<file path="src/rtl/vga_display_controller.sv">
// VGA raster timing generator: pixel-enable divider, h/v counters, registered sync/active decode
// and one-clk line/frame ticks for per-frame game logic.
module vga_display_controller #(
    parameter int unsigned CLK_DIV     = 4,
    parameter int unsigned H_TOTAL     = 800,
    parameter int unsigned H_SYNC      = 96,
    parameter int unsigned H_ACT_START = 144,
    parameter int unsigned H_ACT_END   = 784,
    parameter int unsigned V_TOTAL     = 525,
    parameter int unsigned V_SYNC      = 2,
    parameter int unsigned V_ACT_START = 35,
    parameter int unsigned V_ACT_END   = 515
) (
    input  logic       clk,
    input  logic       rst,
    output logic       pix_en,
    output logic [9:0] hCount,
    output logic [9:0] vCount,
    output logic       hSync,
    output logic       vSync,
    output logic       bright,
    output logic       line_tick,
    output logic       frame_tick
);

    localparam int unsigned DivW = (CLK_DIV > 1) ? $clog2(CLK_DIV) : 1;
    localparam logic [DivW-1:0] DivMax = DivW'(CLK_DIV - 1);

    localparam logic [9:0] HMax      = 10'(H_TOTAL - 1);
    localparam logic [9:0] VMax      = 10'(V_TOTAL - 1);
    localparam logic [9:0] HSyncEnd  = 10'(H_SYNC);
    localparam logic [9:0] VSyncEnd  = 10'(V_SYNC);
    localparam logic [9:0] HActStart = 10'(H_ACT_START);
    localparam logic [9:0] HActEnd   = 10'(H_ACT_END);
    localparam logic [9:0] VActStart = 10'(V_ACT_START);
    localparam logic [9:0] VActEnd   = 10'(V_ACT_END);

    logic [DivW-1:0] div_q, div_d;
    logic            pix_en_q, pix_en_d;
    logic [9:0]      h_q, h_d;
    logic [9:0]      v_q, v_d;
    logic            hsync_q, hsync_d;
    logic            vsync_q, vsync_d;
    logic            bright_q, bright_d;

    always_comb begin
        div_d    = (div_q == DivMax) ? '0 : div_q + 1'b1;
        pix_en_d = (div_d == DivMax);
        h_d      = h_q;
        v_d      = v_q;
        if (pix_en_q) begin
            if (h_q == HMax) begin
                h_d = '0;
                v_d = (v_q == VMax) ? '0 : v_q + 10'd1;
            end else begin
                h_d = h_q + 10'd1;
            end
        end
        // Decode from next-state counters so registered outputs line up with hCount/vCount.
        hsync_d  = (h_d >= HSyncEnd);
        vsync_d  = (v_d >= VSyncEnd);
        bright_d = (h_d >= HActStart) && (h_d < HActEnd) && (v_d >= VActStart) && (v_d < VActEnd);
    end

    always_ff @(posedge clk) begin
        if (rst) begin
            div_q    <= '0;
            pix_en_q <= 1'b0;
            h_q      <= '0;
            v_q      <= '0;
            hsync_q  <= 1'b0;
            vsync_q  <= 1'b0;
            bright_q <= 1'b0;
        end else begin
            div_q    <= div_d;
            pix_en_q <= pix_en_d;
            h_q      <= h_d;
            v_q      <= v_d;
            hsync_q  <= hsync_d;
            vsync_q  <= vsync_d;
            bright_q <= bright_d;
        end
    end

    assign pix_en     = pix_en_q;
    assign hCount     = h_q;
    assign vCount     = v_q;
    assign hSync      = hsync_q;
    assign vSync      = vsync_q;
    assign bright     = bright_q;
    assign line_tick  = pix_en_q && (h_q == HMax);
    assign frame_tick = line_tick && (v_q == VMax);

endmodule

</file>
<file path="config.mk">
export PLATFORM = sky130hd
export DESIGN_NAME = vga_display_controller
export DESIGN_NICKNAME = d
export VERILOG_FILES = /design/src/rtl/vga_display_controller.sv
export SDC_FILE = /design/constraint.sdc
export NUM_CORES = 1
export LEC_CHECK = 0
export CAP_MARGIN = 20
export CORE_ASPECT_RATIO = 1.2
export CORE_MARGIN = 2
export CORE_UTILIZATION = 46
export CTS_BUF_LIST = sky130_fd_sc_hd__clkbuf_16
export DETAILED_ROUTE_END_ITERATION = 6
export HOLD_SLACK_MARGIN = 0.06
export PLACE_DENSITY = 0.75
export SKIP_CTS_REPAIR_TIMING = 1
export SLEW_MARGIN = 20
export SYNTH_ARGS = -nofsm -noshare
export SYNTH_HDL_FRONTEND = slang
export SYNTH_SLANG_ARGS = --single-unit
</file>
<file path="constraint.sdc">
create_clock -name clk -period 1.9 [get_ports clk]
set_input_delay 0.19 -clock clk [delete_from_list [all_inputs] [get_ports clk]]
set_output_delay 0.19 -clock clk [all_outputs]
set_load 0.02 [all_outputs]
</file>
==> results.txt <==
----------------------------------------------------
[Run status]
  Outcome ... finished, violations left
  Violated checks ... setup timing

[Power and ir drop]
  Leakage power summed over all cells ... 0.000892 µW
  Max VDD drop ... 557 µV
  Power density over the cells ... 480 nW/µm²
  Overall power consumption ... roughly 1100 µW

[Timing]
  Fin. Hold Viols ... 0
  Headroom to the max-slew limit ... a little over 70%
  Top achievable clock speed ... 501 MHz
  Aggregate negative setup slack ... -259 ps
  Worst hold slack across all endpoints ... 453 ps
  Min cycle time layout ... 2000 ps
  Actual slew at the worst max-slew pin ... 428 ps
  Final clock period utilization by the worst path ... 105%
  Worst path setup slack after routing ... -95.5 ps
  Setup repair after global routing missed its margin ... yes
  Final worst clock skew ... 7.12 ps
  Final setup violating endpoints ... 4
  Final number of max-transition violations ... 0

[Logic synthesis]
  Main area contributors after synthesis ... dfxtp_1 (35%), nor2_1 (5.0%), xor2_1 (4.7%)
  Synthesized flop and latch total ... 26
  Number of instances in the synthesized netlist ... 174
  Biggest area consumer among synthesized cells ... dfxtp_1
  Mean post-synth cell area ... 8.59 µm²
  Number of enable flip-flop cells after synthesis ... 0
  Predominant post-synthesis flop cell ... dfxtp_1
  Number of warnings issued by yosys ... 0
  Netlist cell types ... 50
  Area fraction of the dominant cell type after synthesis ... 34.8%
  Mapped cell area ... roughly 1500 µm²
  Fraction of registers with async set/reset ... 0%
  Post-synthesis sequential area ratio ... 34.8%
  Number of nets in the synthesized netlist ... about 180

[Global route]
  Initial antenna violation count ... 0
  Wire length of the first global-routing pass ... 6.77 mm
  Overflow left after global routing ... 0
  Pin count of the biggest net entering global routing ... 21
  Number of global-route vias before repair ... 1565
  Aggregate global-route resource usage ... 22.8%

[Finish]
  Leading cell type in the layout, fill and taps excluded ... buf_4
  Most frequent cells in the layout ... buf_4 (39), clkdlybuf4s50_1 (25), nor2_1 (20), dfxtp_1 (16), nand2_1 (10)
  N_diodes ... 0
  Proportion of layout cells with a drive suffix above 1 ... a little over a third
  Layout net count ... 247
  Synthesis-to-layout area growth ... 56.0%

[Route]
  First-iteration detailed-routing DRC count ... around 50
  Routed wire length ... 4.70 mm
  First-pass iteration count of the detailed router ... 4
  Wire length per cell ... 17.1 µm
  Number of nets with antenna violations after detailed routing ... 0
  Vias per Instance ... 6.00
  Number of remaining DRC errors ... 0
  Total vias in the final route ... 1650

[Floorplanning]
  Vertical die dimension ... 66.5 µm
  Standard cell core area ... 3080 µm²
  Floorplan die area ... 3720 µm²
  Die Wd ... 56.0 µm
  Row count ... 22
  Count of boundary I/O pins ... 28
  Initial Util ... between 40 and 50%

[Worst setup path]
  Critical Setup Path Class ... reg2reg
  CP required ... ~2100 ps
  Biggest fanout along the worst timing path ... 5
  Setup crit start kind ... register
  CP Data Arrival Time ... between 2000 and 2500 ps
  Kind of end point of the critical path ... register

[Min path]
  Worst hold-check path type ... reg2reg

[Clocking]
  Cell at the root of the clock tree ... clkbuf_16
  Clock tree sinks ... 26
  Clock-pin slew on the worst setup and hold paths ... 70 ps
  Clock latency on the worst-skew pair ... 260 ps
  CTS tree ... done
  Maximum number of buffers from clock root to sink ... 2
  Clock buffer count from CTS ... 3
  Clock H-tree levels ... 1

[Placement]
  Port-buffer cells ... 27
  DP Wirelength ... 3.00 mm
  Setup Slack @ Placement ... -70.9 ps
  Final Wtd Congestion ... 0.864

[Run]
  Number of max-cap violations ... 0

----------------------------------------------------
[synthesized netlist by cell type (3+ instances only)]
cell	count
clkbuf_1	4
a31oi_1	3
nand4_1	8
ha_1	5
dfxtp_1	26
buf_2	3
nand2_1	11
or4_1	3
nand4b_1	3
and3_1	3
xor2_1	8
a21oi_1	7
or3_1	3
xnor2_1	7
nand3_1	5
nor2_1	20
nor3_1	8
inv_1	6
[through the flow]
step	cell area (µm²)	instances	utilization, %
after floorplan	1550	174	-
after global placement	2080	266	67.6
after detailed placement	2080	266	67.6
after CTS	2160	270	70.2
after global routing	2330	275	75.6
final	2330	275	75.6
[area by class of cell]
cell class,instances,area (µm²)
Multi-Input combinational cell,131,1010
Fill cell,217,751
Timing Repair Buffer,70,613
Sequential cell,26,541
Clock buffer,3,75.1
Tap cell,36,45.0
Inverter,7,33.8
Timing Repair inverter,1,11.3
Clock inverter,1,3.75
[state kept, by name, indices dropped and copies added (netlist names)]
register,cells
bright,1
vCount,10
div_q,2
hCount,10
vSync,1
pix_en,1
hSync,1
[where the power goes]
group	total [µW]	switching [µW]	internal [µW]	leakage, µW
Combinational	80.9	43.2	37.7	0.000638
Clock	472	190	282	0.0000385
Sequential	566	11.5	555	0.000216
[critical path, cell delays in order, from the launching register on]
cell,delay [ps]
dfxtp_1,370
ha_1,210
inv_1,130
nor4_4,330
buf_4,190
a31o_4,160
o211a_1,170
buf_4,120
nand4b_1,100
a31oi_1,150
[path summary, 6_finish.rpt]
kind	cells after the start	end	startpoint	slack, ps
min	1	div_q[0]	div_q[0]	450
min reg2reg	1	div_q[0]	div_q[0]	450
max	9	bright	vCount[1]	-100
max reg2reg	9	bright	vCount[1]	-100
[cell families after synthesis]
logic type | share of synthesized area (%)
multiplexers | 1.34
AO/OA/AOI/OAI | 13.4
XOR/XNOR | 8.79
adder cells (fa/ha/maj) | 4.18
buffers and inverters | 5.86
AND/OR/NAND/NOR | 31.6
flip-flops | 34.8
[layer usage]
metal	part of all wire [%]	global-route usage, %	vias to the layer above
li1	-	-	762
met1	38	25.8	805
met2	54	41.8	66
met3	5.2	3.88	17
met4	2.9	10.1	0
met5	0	0	-
No activity file was read; power rests on OpenSTA's default activity.
